==> config.mk <==
export PLATFORM = sky130hd
export DESIGN_NAME = tracking_frame_tx
export DESIGN_NICKNAME = d
export VERILOG_FILES = /design/src/rtl/tracking_frame_pkg.sv /design/src/rtl/frame_byte_mux.sv /design/src/rtl/tracking_frame_tx.sv
export SDC_FILE = /design/constraint.sdc
export NUM_CORES = 1
export LEC_CHECK = 0
export CELL_PAD_IN_SITES_DETAIL_PLACEMENT = 0
export CELL_PAD_IN_SITES_GLOBAL_PLACEMENT = 1
export CORE_MARGIN = 5
export CORE_UTILIZATION = 40
export CTS_CLUSTER_DIAMETER = 30
export DETAILED_ROUTE_END_ITERATION = 10
export GPL_TIMING_DRIVEN = 0
export PLACE_DENSITY = 0.71
export SLEW_MARGIN = 15
export SYNTH_ARGS = -nofsm -noshare
export SYNTH_HDL_FRONTEND = slang
export SYNTH_SLANG_ARGS = --single-unit
==> constraint.sdc <==
create_clock -name system_clk -period 2.91 [get_ports system_clk]
set_input_delay 0.4365 -clock system_clk [delete_from_list [all_inputs] [get_ports system_clk]]
set_output_delay 0.4365 -clock system_clk [all_outputs]
set_load 0.01 [all_outputs]
==> src/rtl/tracking_frame_pkg.sv <==
// rtl/tracking_frame_pkg.sv - shared types and frame constants; TRACKING_FRAME_TX_RANGE_EN adds the range word
package tracking_frame_pkg;

    typedef enum logic [2:0] {
        ST_IDLE,
        ST_READ_REQ,
        ST_READ_WAIT,
        ST_SEND,
        ST_DONE
    } state_t;

    // Same encoding as the frame collector's error codes.
    typedef enum logic [1:0] {
        ERR_SUCCESS         = 2'd0,
        ERR_READ_TIMEOUT    = 2'd1,
        ERR_REQUEST_DROPPED = 2'd2
    } err_t;

    typedef enum logic [2:0] {
        MODE_NONE    = 3'd0,
        MODE_MCC     = 3'd1,
        MODE_RADAR   = 3'd2,
        MODE_MCR     = 3'd3,
        MODE_PROGRAM = 3'd4
    } mode_t;

    localparam logic [7:0] DEFAULT_HEADER_0 = 8'h55;
    localparam logic [7:0] DEFAULT_HEADER_1 = 8'hAA;
    localparam int HDR_BYTES  = 2;
    localparam int WORD_BYTES = 4;

`ifdef TRACKING_FRAME_TX_RANGE_EN
    localparam int NUM_WORDS = 3;
`else
    localparam int NUM_WORDS = 2;
`endif

    // headers + mode + word bytes + status + checksum
    localparam int FRAME_LEN = HDR_BYTES + 1 + WORD_BYTES * NUM_WORDS + 2;
    localparam int WIDX_W    = $clog2(NUM_WORDS);

    function automatic logic [7:0] word_sum(input logic [31:0] w);
        return w[31:24] + w[23:16] + w[15:8] + w[7:0];
    endfunction

endpackage

==> src/rtl/frame_byte_mux.sv <==
// rtl/frame_byte_mux.sv - selects the frame byte at a given index
module frame_byte_mux
    import tracking_frame_pkg::*;
#(
    parameter logic [7:0] HEADER_0 = DEFAULT_HEADER_0,
    parameter logic [7:0] HEADER_1 = DEFAULT_HEADER_1
) (
    input  logic [4:0]                  byte_idx,
    input  logic [7:0]                  mode,
    input  logic [7:0]                  status,
    input  logic [7:0]                  checksum,
    input  logic [NUM_WORDS-1:0][31:0]  words,
    output logic [7:0]                  frame_byte
);

    always_comb begin
        frame_byte = 8'h00;
        if (byte_idx == 5'd0) begin
            frame_byte = HEADER_0;
        end else if (byte_idx == 5'd1) begin
            frame_byte = HEADER_1;
        end else if (byte_idx == 5'd2) begin
            frame_byte = mode;
        end else if (byte_idx == 5'(FRAME_LEN - 2)) begin
            frame_byte = status;
        end else if (byte_idx == 5'(FRAME_LEN - 1)) begin
            frame_byte = checksum;
        end else begin
            // Word bytes follow the mode byte, most significant byte first.
            for (int w = 0; w < NUM_WORDS; w++) begin
                for (int b = 0; b < WORD_BYTES; b++) begin
                    if (byte_idx == 5'(3 + WORD_BYTES * w + b)) begin
                        frame_byte = words[w][8 * (3 - b) +: 8];
                    end
                end
            end
        end
    end

endmodule

==> src/rtl/tracking_frame_tx.sv <==
// rtl/tracking_frame_tx.sv - reads tracking words from BRAM and sends a checksummed UART frame (TRACKING_FRAME_TX_RANGE_EN)
module tracking_frame_tx
    import tracking_frame_pkg::*;
#(
    parameter logic [7:0] HEADER_0     = DEFAULT_HEADER_0,
    parameter logic [7:0] HEADER_1     = DEFAULT_HEADER_1,
    parameter logic [9:0] ADDR_AZ      = 10'd14,
    parameter logic [9:0] ADDR_EL      = 10'd15,
    parameter logic [9:0] ADDR_RANGE   = 10'd6,
    parameter int         READ_TIMEOUT = 8
) (
    input  logic        system_clk,
    input  logic        reset,
    input  logic        send_request,
    input  logic [2:0]  tracking_mode,
    input  logic [7:0]  status_in,
    output logic        bram_read_run,
    output logic [9:0]  bram_addr,
    input  logic        bram_read_valid,
    input  logic [31:0] bram_rdata,
    output logic        tx_valid,
    input  logic        tx_ready,
    output logic [7:0]  tx_data,
    output logic        busy,
    output logic        frame_done,
    output logic [1:0]  tx_error_bit
);

    localparam logic [4:0]        LAST_BYTE = 5'(FRAME_LEN - 1);
    localparam logic [7:0]        WAIT_LAST = 8'(READ_TIMEOUT - 1);
    localparam logic [WIDX_W-1:0] LAST_WORD = WIDX_W'(NUM_WORDS - 1);

    state_t                    state, state_nxt;
    err_t                      err_q;
    logic [7:0]                mode_q, status_q, checksum_q, wait_cnt;
    logic [WIDX_W-1:0]         word_idx;
    logic [4:0]                byte_idx;
    logic [NUM_WORDS-1:0][31:0] words_q;
    logic [7:0]                frame_byte;

    always_comb begin
        state_nxt = state;
        case (state)
            ST_IDLE:      if (send_request) state_nxt = ST_READ_REQ;
            ST_READ_REQ:  state_nxt = ST_READ_WAIT;
            ST_READ_WAIT: begin
                if (bram_read_valid) begin
                    state_nxt = (word_idx == LAST_WORD) ? ST_SEND : ST_READ_REQ;
                end else if (wait_cnt == WAIT_LAST) begin
                    state_nxt = ST_IDLE;
                end
            end
            ST_SEND:      if (tx_ready && byte_idx == LAST_BYTE) state_nxt = ST_DONE;
            ST_DONE:      state_nxt = ST_IDLE;
            default:      state_nxt = ST_IDLE;
        endcase
    end

    always_ff @(posedge system_clk or negedge reset) begin
        if (!reset) begin
            state      <= ST_IDLE;
            err_q      <= ERR_SUCCESS;
            mode_q     <= 8'h00;
            status_q   <= 8'h00;
            checksum_q <= 8'h00;
            wait_cnt   <= 8'h00;
            word_idx   <= '0;
            byte_idx   <= 5'd0;
            words_q    <= '0;
        end else begin
            state <= state_nxt;
            case (state)
                ST_IDLE: begin
                    if (send_request) begin
                        mode_q     <= {5'b0, tracking_mode};
                        status_q   <= status_in;
                        word_idx   <= '0;
                        // Seed with mode + status; word bytes are added as they arrive.
                        checksum_q <= {5'b0, tracking_mode} + status_in;
                    end
                end
                ST_READ_REQ: wait_cnt <= 8'h00;
                ST_READ_WAIT: begin
                    if (bram_read_valid) begin
                        words_q[word_idx] <= bram_rdata;
                        checksum_q        <= checksum_q + word_sum(bram_rdata);
                        word_idx          <= word_idx + 1'b1;
                        byte_idx          <= 5'd0;
                    end else begin
                        wait_cnt <= wait_cnt + 8'd1;
                        if (wait_cnt == WAIT_LAST) err_q <= ERR_READ_TIMEOUT;
                    end
                end
                ST_SEND: if (tx_ready) byte_idx <= byte_idx + 5'd1;
                ST_DONE: err_q <= ERR_SUCCESS;
                default: ;
            endcase
            // A request during DONE is still a dropped request, so this overrides the clear.
            if (send_request && state != ST_IDLE) err_q <= ERR_REQUEST_DROPPED;
        end
    end

    frame_byte_mux #(
        .HEADER_0 (HEADER_0),
        .HEADER_1 (HEADER_1)
    ) u_mux (
        .byte_idx   (byte_idx),
        .mode       (mode_q),
        .status     (status_q),
        .checksum   (checksum_q),
        .words      (words_q),
        .frame_byte (frame_byte)
    );

    always_comb begin
        bram_addr = 10'd0;
        if (state == ST_READ_REQ || state == ST_READ_WAIT) begin
            if (word_idx == '0)                 bram_addr = ADDR_AZ;
            else if (word_idx == WIDX_W'(1))    bram_addr = ADDR_EL;
            else                                bram_addr = ADDR_RANGE;
        end
    end

    assign bram_read_run = (state == ST_READ_REQ);
    assign tx_valid      = (state == ST_SEND);
    assign tx_data       = (state == ST_SEND) ? frame_byte : 8'h00;
    assign busy          = (state == ST_READ_REQ) || (state == ST_READ_WAIT) || (state == ST_SEND);
    assign frame_done    = (state == ST_DONE);
    assign tx_error_bit  = err_q;

endmodule

# After elaboration in Yosys (flattened, before gate mapping)
# Cells that the tools add are included.
op_classes:
  add_sub_neg: 8
  n_lt_le_gt_ge: 2
  eq_ne: 25
  mux: 40
  reduce_logical: 19
op_table:
  columns: ["cell", "count"]
  rows:
  - ["2-to-1 mux 8 bit", 17]
  - ["bitwise mux 64 bit", 1]
  - ["adder 8 bit", 4]
  - ["demux 32 bit (select 1 bit)", 1]
  - ["2-to-1 mux 32 bit", 1]
  - ["case mux 8 bit (2 select lines)", 2]
  - ["== test 5 x 4 -> 1 bit, second input constant", 5]
  - ["== test 5 x 3 -> 1 bit, second input constant", 4]
  - ["2-to-1 mux 3 bit", 4]
  - ["case mux 3 bit (4 select lines)", 1]
  - ["AND reduction 3 bit", 4]
  - ["== test 5 x 2 -> 1 bit, second input constant", 2]
  - ["2-to-1 mux 5 bit", 2]
  - ["case mux 5 bit (2 select lines)", 1]
  - ["!= test 3 bit, second input constant", 3]
  - ["adder 3 x 8 -> 8 bit", 1]
  - ["adder 8 x 1 -> 8 bit, second input constant", 1]
  - ["== test 8 x 3 -> 1 bit, second input constant", 1]
  - ["2-to-1 mux 2 bit", 4]
  - ["== test 3 x 2 -> 1 bit, second input constant", 2]
  - ["!= test 2 bit, second input constant", 3]
  - ["AND reduction 2 bit", 3]
  - ["nonzero test 2 bit", 3]
  - ["nonzero test 3 bit", 2]
  - ["other kinds (16)", 22]
totals:
  ff_bits: 102
  in_bits: 48
  output_inout_bits: 24
  elab_cells: 104

# Depth between registers and ports, before layout
# Gate-level depths: netlist of the first run.
depth:
  depth_word: 15
  ltp_mapped: 14
  depth_no_buf: 14

# Hierarchy
# From an unflattened synthesis of the first run, not the netlist that was laid out.
hier_totals:
  hier_cells: 678
  hier_area_um2: 6623.9
modules_own_cells:
  columns: ["module", "n_inst", "cells_each", "area_per_inst_um2", "seq_area_each_um2"]
  rows:
  - ["tracking_frame_tx", 1, 479, 5425.2, 2552.4]
  - ["frame_byte_mux", 1, 199, 1198.6, 0.0]

# Least setup slack after synthesis of the first run
# OpenSTA, ideal clock, no wires.
synth_timing:
  path_type: "input to register"
  from: "input port bram_rdata[1]"
  to: "register checksum_q[7]"
  setup_ps: 130
  t_arrival_ps: 3342
  required_ps: 2780
  slack_ps: -562
  stages: 13
  path_buffers: 0
  cell_sequence: "inv_1 fa_1 fa_1 fa_1 inv_1 ha_1 fa_1 a21oi_1 o21ai_0 o21a_1 nor2_1 xnor2_1 o21ai_0"
synth_between:
  elab_chain_cells: 4
synth_lines:
  columns: ["item", "line", "text"]
  rows:
  - ["from (decl)", "tracking_frame_tx.sv:20", "input logic [31:0] bram_rdata,"]
  - ["adder 8 bit", "tracking_frame_pkg.sv:43", "return w[31:24] + w[23:16] + w[15:8] + w[7:0];"]
  - ["adder 8 bit", "tracking_frame_tx.sv:86", "checksum_q <= checksum_q + word_sum(bram_rdata);"]
  - ["2-to-1 mux 8 bit", "tracking_frame_tx.sv:84", "if (bram_read_valid) begin"]
  - ["case mux 8 bit (2 select lines)", "tracking_frame_tx.sv:72", "case (state)"]
  - ["to (signal assigned)", "tracking_frame_tx.sv:79", "checksum_q <= {5'b0, tracking_mode} + status_in;"]
  - ["to (signal assigned)", "tracking_frame_tx.sv:86", null]
  - ["to (decl)", "tracking_frame_tx.sv:35", "logic [7:0] mode_q, status_q, checksum_q, wait_cnt;"]
# Every way passes these cells. The select of a mux whose other input is x is not followed.
# A chain may end at the register's enable or synchronous reset.

# Final worst setup path of the first run
layout_timing:
  from: "input port bram_rdata[17]"
  to: "register checksum_q[7]"
layout_between:
  elab_chain_cells: 6
layout_lines:
  columns: ["item", "line"]
  rows:
  - ["adder 8 bit (3 in series)", "tracking_frame_pkg.sv:43"]
  - ["adder 8 bit", "tracking_frame_tx.sv:86"]
  - ["2-to-1 mux 8 bit", "tracking_frame_tx.sv:84"]
  - ["case mux 8 bit (2 select lines)", "tracking_frame_tx.sv:72"]
# Every way passes these cells. The select of a mux whose other input is x is not followed.

==> out/results.txt, run 1 <==
status = complete, but fails checks
violated checks = negative setup slack
number of input and output port buffers inserted = 65
final worst-path cycle share = 113%
start point of the worst hold path = bram_rdata[10]
top cells by area in the synthesized netlist = sky130_fd_sc_hd__dfrtp_1 40%, sky130_fd_sc_hd__fa_1 6.6%, sky130_fd_sc_hd__mux2_1 6.2%, sky130_fd_sc_hd__inv_1 4.2%, sky130_fd_sc_hd__mux2_2 3.7%
fmax = 304 MHz
Post-synth top flop = sky130_fd_sc_hd__dfrtp_1
signed area change from the synthesized netlist to the final layout = 34.9%
CP Data Required Time = 3150 ps
Tmin final = 3280 ps
Max-Cap Viols = 0
worst hold path depth = 3
Avg Cell Area, Syn = 9.79 µm²
worst slew slack as a fraction of its limit = 53.9%
number of storage elements in the synthesis netlist = 102
most used standard cells in the synthesized netlist = 102 x sky130_fd_sc_hd__dfrtp_1, 71 x sky130_fd_sc_hd__inv_1, 48 x sky130_fd_sc_hd__nand2_1, 44 x sky130_fd_sc_hd__nor2_1, 42 x sky130_fd_sc_hd__o21ai_0
start of the worst register-to-register path = checksum_q[1]$_DFFE_PN0P_
num rows = 46
Critical Path Source Type = primary input
H-tree depth = 3
peak supply drop = 0.343 mV
antenna violations before repair = 0
routed wl met2 = 9.96 mm
clock transition time at the flip-flop clock pins of the worst setup and hold paths = 80 ps
via total after detailed routing = 5468
wire length on met1 = 9.01 mm
Critical Path Sink Type = flip-flop
average routed wire per standard cell = 20.9 µm
areal power density over the cells = 981 nW/µm²
final setup slack of the worst path = -374 ps
post-route clock skew = 10.9 ps
total setup violations reported at the end of the flow = 6
number of cells traversed by the worst register-to-register path = 11
met3 routed wirelength = 1.41 mm
warnings from Yosys = 0
clock insertion delay at the later pin of the skew report = 360 ps
Placement Setup Slack = -1290 ps
aggregate global routing overflow = 0
pins over their slew limit = 0
cell taking the most area after synthesis = sky130_fd_sc_hd__dfrtp_1
unrepaired setup endpoints after global routing = true
top routing layer in use = met4
net count reported at finish = 880
library cell used as clock root buffer = sky130_fd_sc_hd__clkbuf_16
count of flip-flops with a built-in enable after synthesis = 0
wire length of the first global-routing pass = 32.7 mm
Vias per Instance = 5.38
hold worst-path end = words_q[10]$_DFFE_PN0P_
Cell Area, Synth = 6400 µm²
share of post-route cells with drive strength above 1 = 30.9%
Distinct cells, synth = 64
CTS max path bufs = 2
core region area = 15800 µm²
type of the tightest min-delay check = in -> reg
total die area = 18600 µm²
Num CTS Buffers = 9
horizontal extent of the die = 137 µm
area occupied by multi-input gates = 3760 µm²
Sequential cell area = 2560 µm²
Starting Density = 40.6%
path type of the worst setup path = in -> reg
number of iterations in the first detailed-routing pass = 5
antenna cells = 0
setup slack, reg-to-reg = 400 ps
capture instance of the worst register-to-register path = checksum_q[7]$_DFFE_PN0P_
GPL Wtd Cong = 0.960
number of inserted filler cells in the final layout = 1463
leakage power figure = 3.81 nW
Post-Route WL = 21.2 mm
gate count of the mapped netlist = 654
fraction of post-synthesis cell area in the top cell type by area = 39.9%
Final Hold Violating Endpoints = 0
antenna-violating nets left = 0
vias in the first global route = 5643
Post-synth ARST share = 100%
Detail Placement HPWL = 15.3 mm
signal arrival time at the worst endpoint = 3520 ps
Crit Path Max Fanout = 2
proportion of synthesized chip area in sequential cells = 39.9%
all-layer global routing usage = 23.4%
height of the chip = 137 µm
number of design-rule violations left by the first detailed-router iteration = 364
largest net degree at the start of global routing = 65
library cell with the highest instance count after synthesis = sky130_fd_sc_hd__dfrtp_1
TritonCTS clock tree = done
DRC Markers = 0
worst-case hold slack = 290 ps
number of placed I/O pins = 72
actual slew at the worst max-slew pin = 692 ps
clock net sink count = 102
==> repair_timing <==
item / in CTS / in global routing
endpoints found under the setup margin: 15 / 15
buffers inserted: 46 / 16
hold buffers: 1 / 0
gates resized for setup: 170 / 42
endpoints found under the hold margin: 12 / 0
pin swaps: 44 / 36
cloned: 0 / 1
==> final cells by class <==
class                      instances  share of cell area (%)
multi-input combinational        448                    43.6
sequential                       102                    29.6
timing repair buffer             127                    13.5
inverter                          73                    3.43
tap                              216                    3.13
buffer                            34                    2.84
clock buffer                       9                    2.61
clock inverter                     7                    1.29
==> state kept, by name (all words and copies together), names as in the netlist <==
name,count
words_q,64
checksum_q,8
status_q,8
wait_cnt,8
byte_idx,5
mode_q,3
state,3
tx_error_bit,2
word_idx,1
==> metal layers <==
| metal | global-route usage, % | up-vias |
|---|---|---|
| li1 | - | 2535 |
| met1 | 30.5 | 2687 |
| met2 | 37.8 | 204 |
| met3 | 4.85 | 42 |
| met4 | 10.2 | 0 |
| met5 | 0 | - |
==> worst max-delay path by stage <==
stage,from,end
2_1_floorplan,bram_rdata[2],checksum_q[7]$_DFFE_PN0P_
3_3_place_gp,reset,words_q[22]$_DFFE_PN0P_
3_5_place_dp,bram_rdata[17],checksum_q[7]$_DFFE_PN0P_
4_1_cts,bram_rdata[1],checksum_q[7]$_DFFE_PN0P_
5_1_grt,bram_rdata[17],checksum_q[7]$_DFFE_PN0P_
6_report,bram_rdata[17],checksum_q[7]$_DFFE_PN0P_
==> cell families (layout without fill, tap and decap cells) <==
family | count (synthesis) | after routing | synth area share (%)
buf+inv | 109 | 250 | 7.68
mux | 58 | 58 | 10.2
compound gates | 162 | 162 | 15.8
simple gates | 160 | 160 | 13.3
flops | 102 | 102 | 39.9
xor+xnor | 25 | 25 | 3.42
fa+ha+maj | 37 | 37 | 9.69
other cells | 1 | 6 | 0.0586
==> power by group <==
part           switching, mW  internal, mW  total (mW)
Combinational           2.35          2.17        4.52
Sequential             0.496          2.06        2.56
Clock                  0.611         0.779        1.39
Total                   3.46          5.01        8.47
==> cells in the final DEF, fill, tap and decap left out, types with 18 or more instances in the layout <==
cell type,instances
sky130_fd_sc_hd__a21oi_1,28
sky130_fd_sc_hd__buf_4,63
sky130_fd_sc_hd__buf_6,20
sky130_fd_sc_hd__clkdlybuf4s50_1,38
sky130_fd_sc_hd__dfrtp_1,98
sky130_fd_sc_hd__fa_1,18
sky130_fd_sc_hd__inv_1,46
sky130_fd_sc_hd__inv_2,20
sky130_fd_sc_hd__mux2_1,35
sky130_fd_sc_hd__mux2_2,21
sky130_fd_sc_hd__nand2_1,44
sky130_fd_sc_hd__nor2_1,42
sky130_fd_sc_hd__o21ai_0,32
==> stage by stage <==
stage | power (mW) | setup TNS (ps) | area, µm² | util [%] | instances
after floorplan | 4.80 | -1200 | 6440 | - | 659
after global placement | 5.98 | -275010 | 7360 | 46.7 | 940
final | 8.47 | -1380 | 8630 | 54.8 | 1016
after detailed placement | 6.05 | -11280 | 7390 | 46.9 | 941
after CTS | 8.16 | -1430 | 8400 | 53.3 | 1003
after global routing | 9.00 | -1890 | 8630 | 54.8 | 1016
==> critical path, cell delays in order <==
cell                      delay, ps
sky130_fd_sc_hd__buf_8           70
sky130_fd_sc_hd__inv_4           30
sky130_fd_sc_hd__fa_2           650
sky130_fd_sc_hd__fa_1           460
sky130_fd_sc_hd__fa_1           510
sky130_fd_sc_hd__inv_2           50
sky130_fd_sc_hd__ha_4           160
sky130_fd_sc_hd__fa_2           390
sky130_fd_sc_hd__a21oi_4        180
sky130_fd_sc_hd__o21ai_2         70
sky130_fd_sc_hd__o21a_1         180
sky130_fd_sc_hd__nor2_2         110
sky130_fd_sc_hd__xnor2_1        140
sky130_fd_sc_hd__o21ai_1         80
Note: power is estimated with default switching activity, not from simulation.
==> run 2, diff against run 1 <==
Settings changed: CTS_BUF_LIST from default to sky130_fd_sc_hd__clkbuf_4 sky130_fd_sc_hd__clkbuf_8, SYNTH_HIERARCHICAL from default to 1.
==> run 2 against run 1 <==
  * Maximum frequency up 1.6%
  * The flow still finishes with violations (negative setup slack)
  * Combinational power down 8.6%
  * Largest cell class unchanged
  * Clock-buffer cell count up 4
  * Worst hold slack worse by 23 ps
==> out/results.txt, run 2 <==
Sequential cell area = 2560 µm²
core region area = 16400 µm²
post-route total power = 7.58 mW
Post-synth top flop = sky130_fd_sc_hd__dfrtp_1
worst-case hold slack = 266 ps
area occupied by multi-input gates = 3890 µm²
TritonCTS clock tree = done
vias in the first global route = 5767
all-layer global routing usage = 21.8%
library cell contributing the largest single delay on the critical path = sky130_fd_sc_hd__fa_1
most frequent cell on the critical path = sky130_fd_sc_hd__fa_2
capture instance of the worst register-to-register path = checksum_q[7]$_DFFE_PN0P_
NetSw = 3.10 mW
H-tree depth = 3
utilization of the core after routing = 51.7%
Num CTS Buffers = 9
number of flip-flops in the largest register = 64
number of inserted filler cells in the final layout = 1502
status = complete, but fails checks
Starting Density = 40.4%
Final Hold Violating Endpoints = 0
fraction of post-synthesis cell area in the top cell type by area = 38.5%
highest-count cells in the layout ignoring fill and taps = 99 x sky130_fd_sc_hd__dfrtp_1, 54 x sky130_fd_sc_hd__buf_4, 49 x sky130_fd_sc_hd__inv_1
number of iterations in the first detailed-routing pass = 5
Crit Path Max Fanout = 3
wire length of the first global-routing pass = 32.7 mm
final cell count without fillers = 1031
leakage power figure = 3.80 nW
signal arrival time at the worst endpoint = 3490 ps
Detail Placement HPWL = 15.9 mm
Max stage delay on crit path = 510 ps
worst-path cell chain = clkdlybuf4s15_2 -> fa_2 -> inv_2 -> fa_2 -> fa_1 -> inv_2 -> ha_4 -> fa_2 -> a211oi_2 -> o21bai_1 -> a21oi_2 -> xnor2_1 -> a32oi_1
signed area change from the synthesized netlist to the final layout = 28.1%
clock net sink count = 102
Cell Area, Synth = 6620 µm²
height of the chip = 139 µm
total die area = 19200 µm²
fmax = 309 MHz
cell taking the most area after synthesis = sky130_fd_sc_hd__dfrtp_1
part of the power in registers = 33.9%
areal power density over the cells = 894 nW/µm²
Max-Cap Viols = 0
final setup slack of the worst path = -321 ps
most frequent standard cell in the layout excluding fill and tap cells = sky130_fd_sc_hd__dfrtp_1
GPL Wtd Cong = 0.924
largest net degree at the start of global routing = 54
register bank with the most flops = words_q
final worst-path cycle share = 111%
number of placed cells counting well taps = 976
path type of the worst setup path = in -> reg
Post-synth ARST share = 100%
library cell with the highest instance count after synthesis = sky130_fd_sc_hd__dfrtp_1
average routed wire per standard cell = 20.6 µm
proportion of synthesized chip area in sequential cells = 38.5%
Critical Path Source Type = primary input
worst hold path depth = 2
antenna cells = 0
peak supply drop = 0.539 mV
CP Data Required Time = 3170 ps
antenna-violating nets left = 0
top cells by area in the synthesized netlist = sky130_fd_sc_hd__dfrtp_1 39%, sky130_fd_sc_hd__mux2_1 7.1%, sky130_fd_sc_hd__fa_1 6.3%, sky130_fd_sc_hd__inv_1 4.1%, sky130_fd_sc_hd__nand2_1 2.7%
warnings from Yosys = 6
pins over their slew limit = 0
number of input and output port buffers inserted = 65
violated checks = negative setup slack
hold worst-path end = words_q[19]$_DFFE_PN0P_
number of cells traversed by the worst register-to-register path = 10
antenna violations before repair = 0
total setup violations reported at the end of the flow = 5
Critical Path Sink Type = flip-flop
most used standard cells in the synthesized netlist = 102 x sky130_fd_sc_hd__dfrtp_1, 72 x sky130_fd_sc_hd__inv_1, 48 x sky130_fd_sc_hd__nand2_1, 42 x sky130_fd_sc_hd__mux2_1, 31 x sky130_fd_sc_hd__nor2_1
clock transition time at the flip-flop clock pins of the worst setup and hold paths = 90 ps
number of storage elements in the synthesis netlist = 102
clock insertion delay at the later pin of the skew report = 390 ps
type of the tightest min-delay check = in -> reg
start of the worst register-to-register path = checksum_q[1]$_DFFE_PN0P_
unrepaired setup endpoints after global routing = true
num rows = 47
aggregate global routing overflow = 0
start point of the worst hold path = bram_rdata[19]
setup slack, reg-to-reg = 380 ps
gate count of the mapped netlist = 678
Post-Route WL = 21.2 mm
library cell used as clock root buffer = sky130_fd_sc_hd__clkbuf_8
via total after detailed routing = 5606
count of flip-flops with a built-in enable after synthesis = 0
share of post-route cells with drive strength above 1 = 27.0%
Distinct cells, synth = 70
CTS max path bufs = 2
Placement Setup Slack = -1250 ps
cell internal pwr = 4.48 mW
horizontal extent of the die = 139 µm
Comb pwr share = 54.4%
Vias per Instance = 5.44
number of placed I/O pins = 72
Tmin final = 3230 ps
net count reported at finish = 890
DRC Markers = 0
post-route clock skew = 8.03 ps
Avg Cell Area, Syn = 9.77 µm²
net switching share of the total power = 40.9%
part of the power in the clock network = 11.7%
number of design-rule violations left by the first detailed-router iteration = 472
run 2: cell count changes after synthesis, sizes merged, moves of 6 or more:
| cell | change |
|---|---|
| buf | +12 |
| and2 | +10 |
| a21oi | -6 |
| nor2 | -18 |
| nand2b | +7 |
| clkbuf | -6 |
| a22oi | -6 |
| nor3 | +12 |
run 2: cell type report:
type	count	area share, %
Buffer	41	3.61
Clock buffer	13	2.04
Clock inverter	2	0.192
Inverter	72	3.42
Multi-Input combinational cell	474	45.9
Sequential cell	102	30.1
Tap cell	220	3.24
Timing Repair Buffer	107	11.5
run 2: worst max path at each step:
stage / startpoint / to / slack (ps) / cells after the start
after floorplan: bram_rdata[17] / checksum_q[5]$_DFFE_PN0P_ / -390 / 11
after global placement: reset / wait_cnt[1]$_DFFE_PN0P_ / -2650 / 1
after detailed placement: bram_rdata[2] / checksum_q[7]$_DFFE_PN0P_ / -1250 / 14
after CTS: bram_rdata[17] / checksum_q[7]$_DFFE_PN0P_ / -340 / 13
after global routing: bram_rdata[10] / checksum_q[7]$_DFFE_PN0P_ / -390 / 14
final: bram_rdata[16] / checksum_q[7]$_DFFE_PN0P_ / -320 / 13
run 2: per-layer routing:
metal | vias to the layer above | part of all wire (%) | GRT usage [%] | routed length, µm
li1 | 2599 | - | - | -
met1 | 2775 | 45 | 29.8 | 9450
met2 | 199 | 47 | 35.0 | 10000
met3 | 33 | 5.5 | 4.34 | 1170
met4 | 0 | 2.8 | 7.26 | 591
met5 | - | 0 | 0 | 0
run 2: cell families after synthesis:
| group | Yosys count | synth area share (%) |
|---|---|---|
| flip-flops | 102 | 38.5 |
| AND/OR/NAND/NOR | 188 | 15.3 |
| multiplexers | 61 | 10.9 |
| adder cells (fa/ha/maj) | 35 | 8.99 |
| AO/OA/AOI/OAI | 152 | 14.9 |
| other | 1 | 0.0566 |
| buffers and inverters | 114 | 8.05 |
| XOR/XNOR | 25 | 3.31 |
run 2: through the flow:
step / cell area, µm² / setup TNS (ps)
floorplan: 6730 / -1260
detailed placement: 7680 / -7560
global route: 8480 / -1340
CTS: 8300 / -1020
global placement: 7660 / -276920
finish: 8480 / -926
run 2: critical path, delay by kind of cell:
family / cells / cell delay, ps
compound gates: 4 / 640
xor+xnor: 1 / 140
fa+ha+maj: 5 / 1900
buf+inv: 3 / 360
run 2: power groups by stage:
stage / registers (mW) / logic (mW) / clock network (mW)
6_report: 2.57 / 4.13 / 0.886
5_1_grt: 2.64 / 4.49 / 0.970
4_1_cts: 2.55 / 3.91 / 0.917
3_5_place_dp: 2.59 / 3.49 / 0
3_3_place_gp: 2.57 / 3.42 / 0
2_1_floorplan: 2.35 / 2.52 / 0
run 2: repair_timing:
item / CTS / global route
gates resized for setup: 157 / 35
setup endpoints to repair: 18 / 17
endpoints found under the hold margin: 44 / 0
hold buffers: 1 / 0
setup buffers: 23 / 17
pin swaps: 39 / 30
